**src/rtl/feature_bank_pkg.sv**
```systemverilog
// Shared types and helpers for the banked feature-RAM read sequencer.
package feature_bank_pkg;

  localparam int NUM_BANKS_DEF  = 8;
  localparam int BANK_DEPTH_DEF = 512;

  localparam logic [0:0] ST_IDLE = 1'b0;
  localparam logic [0:0] ST_RUN  = 1'b1;

  // Flat feature index -> bank number (upper bits).
  function automatic int unsigned idx_bank(input int unsigned idx, input int unsigned addr_w);
    return idx >> addr_w;
  endfunction

  // Flat feature index -> in-bank word address (lower bits).
  function automatic int unsigned idx_addr(input int unsigned idx, input int unsigned addr_w);
    return idx & ((32'd1 << addr_w) - 32'd1);
  endfunction

endpackage

```
**src/rtl/feature_bank_sequencer_bank_mask_gen.sv**
```systemverilog
// Combinational contiguous bank mask: bits lo_bank_i..hi_bank_i set, zero latency.
module bank_mask_gen #(
  parameter int NUM_BANKS = 8,
  parameter int BANK_W    = $clog2(NUM_BANKS)
) (
  input  logic [BANK_W-1:0]    lo_bank_i,
  input  logic [BANK_W-1:0]    hi_bank_i,
  output logic [NUM_BANKS-1:0] mask_o
);

  always_comb begin
    mask_o = '0;
    for (int i = 0; i < NUM_BANKS; i++) begin
      mask_o[i] = (BANK_W'(i) >= lo_bank_i) && (BANK_W'(i) <= hi_bank_i);
    end
  end

endmodule

```
**src/rtl/feature_bank_sequencer.sv**
```systemverilog
// Walks a feature-index range one word per cycle across the banks; first word 1 cycle after accept.
// Holds the word under rd_ready=0; FEAT_RANGE_CHECK_EN rejects stop<start with an err pulse.
module feature_bank_sequencer
  import feature_bank_pkg::*;
#(
  parameter int NUM_BANKS  = NUM_BANKS_DEF,
  parameter int BANK_DEPTH = BANK_DEPTH_DEF,
  parameter int FEAT_W     = $clog2(NUM_BANKS * BANK_DEPTH),
  parameter int ADDR_W     = $clog2(BANK_DEPTH)
) (
  input  logic                 clk,
  input  logic                 rst,
  input  logic                 req_valid,
  output logic                 req_ready,
  input  logic [FEAT_W-1:0]    req_start,
  input  logic [FEAT_W-1:0]    req_stop,
  output logic                 rd_valid,
  input  logic                 rd_ready,
  output logic [NUM_BANKS-1:0] bank_en,
  output logic [ADDR_W-1:0]    rd_addr,
  output logic                 rd_first,
  output logic                 rd_last,
  output logic                 bank_last,
  output logic [NUM_BANKS-1:0] bank_mask,
  output logic                 done,
  output logic                 err
);

  localparam int BANK_W = $clog2(NUM_BANKS);
  localparam logic [ADDR_W-1:0] ADDR_MAX = ADDR_W'(BANK_DEPTH - 1);

  logic [0:0]           state_q, state_d;
  logic [BANK_W-1:0]    bank_q, bank_d;
  logic [ADDR_W-1:0]    addr_q, addr_d;
  logic [BANK_W-1:0]    stop_bank_q, stop_bank_d;
  logic [ADDR_W-1:0]    stop_addr_q, stop_addr_d;
  logic                 first_q, first_d;
  logic [NUM_BANKS-1:0] mask_q, mask_d;
  logic                 done_q, done_d;
  logic                 err_q, err_d;

  logic                 range_bad;
  logic [FEAT_W-1:0]    eff_stop;
  logic [BANK_W-1:0]    lo_bank, hi_bank;
  logic [NUM_BANKS-1:0] mask_new;
  logic                 is_final;

  assign range_bad = req_stop < req_start;

`ifdef FEAT_RANGE_CHECK_EN
  assign eff_stop = req_stop;
`else
  // A reversed range collapses to the single word at req_start.
  assign eff_stop = range_bad ? req_start : req_stop;
`endif

  assign lo_bank = BANK_W'(idx_bank(32'(req_start), ADDR_W));
  assign hi_bank = BANK_W'(idx_bank(32'(eff_stop), ADDR_W));

  bank_mask_gen #(
    .NUM_BANKS (NUM_BANKS),
    .BANK_W    (BANK_W)
  ) u_mask_gen (
    .lo_bank_i (lo_bank),
    .hi_bank_i (hi_bank),
    .mask_o    (mask_new)
  );

  assign is_final  = (bank_q == stop_bank_q) && (addr_q == stop_addr_q);
  assign req_ready = (state_q == ST_IDLE);
  assign rd_valid  = (state_q == ST_RUN);
  assign bank_en   = rd_valid ? (NUM_BANKS'(1) << bank_q) : '0;
  assign rd_addr   = addr_q;
  assign rd_first  = rd_valid && first_q;
  assign rd_last   = rd_valid && is_final;
  assign bank_last = rd_valid && ((addr_q == ADDR_MAX) || is_final);
  assign bank_mask = mask_q;
  assign done      = done_q;
  assign err       = err_q;

  always_comb begin
    state_d     = state_q;
    bank_d      = bank_q;
    addr_d      = addr_q;
    stop_bank_d = stop_bank_q;
    stop_addr_d = stop_addr_q;
    first_d     = first_q;
    mask_d      = mask_q;
    done_d      = 1'b0;
    err_d       = 1'b0;
    case (state_q)
      ST_IDLE: begin
        if (req_valid) begin
`ifdef FEAT_RANGE_CHECK_EN
          if (range_bad) begin
            err_d = 1'b1;
          end else
`endif
          begin
            bank_d      = lo_bank;
            addr_d      = ADDR_W'(idx_addr(32'(req_start), ADDR_W));
            stop_bank_d = hi_bank;
            stop_addr_d = ADDR_W'(idx_addr(32'(eff_stop), ADDR_W));
            mask_d      = mask_new;
            first_d     = 1'b1;
            state_d     = ST_RUN;
          end
        end
      end
      ST_RUN: begin
        if (rd_ready) begin
          first_d = 1'b0;
          if (is_final) begin
            state_d = ST_IDLE;
            done_d  = 1'b1;
          end else begin
            // Address wraps naturally; the bank steps on the same edge so crossings cost no cycle.
            addr_d = addr_q + ADDR_W'(1);
            if (addr_q == ADDR_MAX) begin
              bank_d = bank_q + BANK_W'(1);
            end
          end
        end
      end
      default: state_d = ST_IDLE;
    endcase
  end

  always_ff @(posedge clk) begin
    if (rst) begin
      state_q     <= ST_IDLE;
      bank_q      <= '0;
      addr_q      <= '0;
      stop_bank_q <= '0;
      stop_addr_q <= '0;
      first_q     <= 1'b0;
      mask_q      <= '0;
      done_q      <= 1'b0;
      err_q       <= 1'b0;
    end else begin
      state_q     <= state_d;
      bank_q      <= bank_d;
      addr_q      <= addr_d;
      stop_bank_q <= stop_bank_d;
      stop_addr_q <= stop_addr_d;
      first_q     <= first_d;
      mask_q      <= mask_d;
      done_q      <= done_d;
      err_q       <= err_d;
    end
  end

endmodule

```
**config.mk**
```make
export PLATFORM = sky130hd
export DESIGN_NAME = feature_bank_sequencer
export DESIGN_NICKNAME = d
export VERILOG_FILES = /design/src/rtl/feature_bank_pkg.sv /design/src/rtl/feature_bank_sequencer_bank_mask_gen.sv /design/src/rtl/feature_bank_sequencer.sv
export SDC_FILE = /design/constraint.sdc
export NUM_CORES = 1
export LEC_CHECK = 0
export CORE_AREA = 5 5 85 71
export CTS_CLUSTER_SIZE = 14
export DETAILED_ROUTE_END_ITERATION = 8
export DIE_AREA = 0 0 90 76
export HOLD_SLACK_MARGIN = 0.08
export MAX_ROUTING_LAYER = met4
export PLACE_DENSITY = 0.79
export SLEW_MARGIN = 30
export SYNTH_ARGS = -nofsm -noshare
export SYNTH_HDL_FRONTEND = slang
export SYNTH_HIERARCHICAL = 1
export SYNTH_SLANG_ARGS = --single-unit
```
**constraint.sdc**
```tcl
create_clock -name clk -period 3.8 [get_ports clk]
set_clock_uncertainty 0.1 [all_clocks]
set_input_delay 1.14 -clock clk [delete_from_list [all_inputs] [get_ports clk]]
set_output_delay 1.14 -clock clk [all_outputs]
set_load 0.05 [all_outputs]
```
==> impl_metrics.sql <==
INSERT INTO impl_metrics (metric_group, metric, value, unit) VALUES
('power_and_ir_drop', 'p_per_area', '343.3', 'nW/um^2'),
('detailed_routing', 'num_vias', '2592', ''),
('finish', 'layout_common_cells', '56 x sky130_fd_sc_hd__clkdlybuf4s50_1, 35 x sky130_fd_sc_hd__dfxtp_1, 34 x sky130_fd_sc_hd__nor2_1', ''),
('synth', 'synth-seq-cells', '35', ''),
('run_status', 'outcome', 'complete, no violations', ''),
('worst_setup_path', 'worst_path_required', '3890', 'ps'),
('detailed_routing', 'routed_via_density', '5.825', ''),
('sta', 'timing.final.crit_share', '92.16', '%'),
('synth', 'avgSynthCellArea', '7.695', 'sq um'),
('synth', 'yosysUniqueCellTypes', '47', ''),
('sta', 'hold-worst-slack', '356.3', 'ps'),
('power_and_ir_drop', 'power.share.combinational', '34.0', '%'),
('detailed_routing', 'remaining_drc_errors', '0', ''),
('synth', 'yosysSeqAreaShare', '28.46', '%'),
('die', 'die_area', '6840', 'sq um'),
('power_and_ir_drop', 'power.share.clock', '27.7', '%'),
('synth', 'synth_top_flop_cell', 'sky130_fd_sc_hd__dfxtp_1', ''),
('synth', 'yosysWarningCount', '6', ''),
('worst_setup_path', 'worst-r2r-setup-slack', '1700', 'ps'),
('synth', 'synth-edff-count', '0', ''),
('global_route', 'globalRoute.totalOverflow', '0', ''),
('worst_setup_path', 'worstSetupPathType', 'primary input to flop', ''),
('job', 'max_cap_violations', '0', ''),
('cts', 'post_cts_resized', '0', ''),
('power_and_ir_drop', 'share_seq_of_total_power', '38.2', '%'),
('detailed_routing', 'drtIter0Drc', '181', ''),
('detailed_routing', 'drt-total-wl', '7185', 'um'),
('worst_setup_path', 'cpMostUsedCell', 'sky130_fd_sc_hd__nor3_1', ''),
('die', 'coreArea', '5195', 'sq um'),
('sta', 'fin_tns_setup', '0', 'ps'),
('detailed_routing', 'wl_per_cell', '16.15', 'um'),
('power_and_ir_drop', 'netSwitchingFraction', '35.98', '%'),
('global_route', 'track_usage', '21.24', '%'),
('worst_setup_path', 'crit_slowest_cell', 'sky130_fd_sc_hd__clkdlybuf4s50_1', ''),
('worst_setup_path', 'start_kind', 'primary input', ''),
('cts', 'tritoncts', 'done', ''),
('worst_setup_path', 'timing.critical_path.arrival', '3590', 'ps'),
('power_and_ir_drop', 'cellInternalPower', '0.0007167', 'W'),
('sta', 'max_frequency', '0.2855', 'GHz'),
('sta', 'timing_worst_slew_pin_value', '624.4', 'ps'),
('sta', 'final_period_minus_worst_setup_slack', '3502', 'ps'),
('synth', 'mappedNetlistNets', '367', ''),
('cts', 'cts.htree.levels', '2', ''),
('cts', 'max-clock-path-buffers', '2', ''),
('detailed_routing', 'drt_pre_antenna_iters', '4', ''),
('power_and_ir_drop', 'power.ir.vdd_worst', '0.0002507', 'V'),
('finish', 'antennaDiodeCount', '0', ''),
('cts', 'clk-insertion-delay-late', '300', 'ps'),
('finish', 'final_layout_size_suffix_gt1_share', '10.53', '%'),
('die', 'floorplan.io_pins', '60', ''),
('finish', 'final_common_cell', 'sky130_fd_sc_hd__clkdlybuf4s50_1', ''),
('finish', 'fill_cells', '476', ''),
('placement', 'instance_area_at_placement', '3161', 'sq um'),
('cts', 'cts.root.buffer_cell', 'sky130_fd_sc_hd__clkbuf_8', ''),
('cts', 'post_cts_hold_fix_bufs', '0', ''),
('die', 'floorplan.die.width', '90', 'um'),
('die', 'initial_utilization', '47.40', '%'),
('die', 'die_h', '76', 'um'),
('sta', 'rsz0062_at_grt', 'false', ''),
('cts', 'post_cts_buffers', '0', ''),
('finish', 'final_net_count', '426', ''),
('placement', 'detailedPlacementHpwl', '5377', 'um'),
('detailed_routing', 'ant_nets', '0', ''),
('sta', 'setup_violations', '0', ''),
('power_and_ir_drop', 'p_leak', '1.267', 'nW'),
('finish', 'share_of_the_core_filled_with_cells_in_the_final_layout', '62.76', '%'),
('worst_setup_path', 'timing.critical_path.slowest_cell_delay', '480', 'ps'),
('worst_setup_path', 'path_max_fanout', '7', ''),
('min_path', 'timing.hold.worst.class', 'flop to flop', ''),
('sta', 'slew_headroom', '58.24', '%'),
('sta', 'final_max_slew_viol_count', '0', '');
flip-flops by register name, indices dropped and copies added, names as in the netlist:
name / count
bank_mask: 8
bank_q: 3
done: 1
first_q: 1
rd_addr: 9
rd_valid: 1
stop_addr_q: 9
stop_bank_q: 3
layout make-up:
| type | count | area [sq um] | share of cell area (%) |
|---|---|---|---|
| inverters | 16 | 60.06 | 1.842 |
| multi-input cells | 245 | 1595 | 48.93 |
| well taps | 65 | 81.33 | 2.494 |
| repair buffers | 76 | 723.2 | 22.18 |
| flip-flops and latches | 35 | 700.7 | 21.49 |
| clock buffers | 8 | 100.1 | 3.070 |
path summary, 6_finish.rpt:
check	from	to	cells past startpoint
worst max register to register	rd_valid	bank_q[1]	7
worst min-delay path	bank_mask[0]	bank_mask[0]	2
worst max-delay path	req_start[2]	bank_mask[1]	12
worst min register to register	bank_mask[0]	bank_mask[0]	2
metal layers:
layer / routed length [um] / vias up / track usage, %
li1: - / 1269 / -
met1: 3137 / 1208 / 27.76
met2: 3328 / 105 / 31.80
met3: 623 / 10 / 6.318
met4: 95 / 0 / 6.250
met5: 0 / - / -
Yosys cell counts (10+ instances only):
cell type | number | share of area [%]
sky130_fd_sc_hd__inv_1 | 16 | 2.4
sky130_fd_sc_hd__dfxtp_1 | 35 | 28
sky130_fd_sc_hd__ha_1 | 19 | 9.7
sky130_fd_sc_hd__o21ai_0 | 22 | 4.5
sky130_fd_sc_hd__nor2_1 | 34 | 5.2
sky130_fd_sc_hd__a21oi_1 | 22 | 4.5
sky130_fd_sc_hd__clkbuf_1 | 17 | 2.6
sky130_fd_sc_hd__o311a_1 | 10 | 4.1
sky130_fd_sc_hd__nand2_1 | 30 | 4.6
sky130_fd_sc_hd__nor3_1 | 18 | 3.7
sky130_fd_sc_hd__xnor2_1 | 11 | 3.9
worst reg2reg max path: cells and delay by family (launching register included):
kind / cells / cell delay (ps)
flops: 1 / 510
buf+inv: 2 / 550
compound gates: 2 / 530
simple gates: 3 / 290
power groups by stage:
stage / combinational, W / clock, W / sequential (W)
after global placement: 0.000369 / 0 / 0.000435
final: 0.000381 / 0.000311 / 0.000428
after CTS: 0.000379 / 0.000316 / 0.000427
after floorplan: 0.000213 / 0 / 0.000468
after detailed placement: 0.000377 / 0 / 0.000436
after global routing: 0.000413 / 0.000329 / 0.000432
cell families after synthesis:
logic type	share of synthesized area, %
AOI/OAI and AO/OA	23.27
xor gates and xnor gates	4.573
adders and majority gates	9.655
buffers and inverters	7.012
DFF	28.46
muxes	2.998
other	0.1523
and+or+nand+nor	23.88
per-stage QoR:
| stage | power (W) | cells |
|---|---|---|
| after floorplan | 0.0006810 | 320 |
| after global placement | 0.0008038 | 437 |
| after detailed placement | 0.0008133 | 437 |
| after CTS | 0.001123 | 445 |
| after global routing | 0.001174 | 445 |
| final | 0.001119 | 445 |
Note: power is estimated with default switching activity, not from simulation.
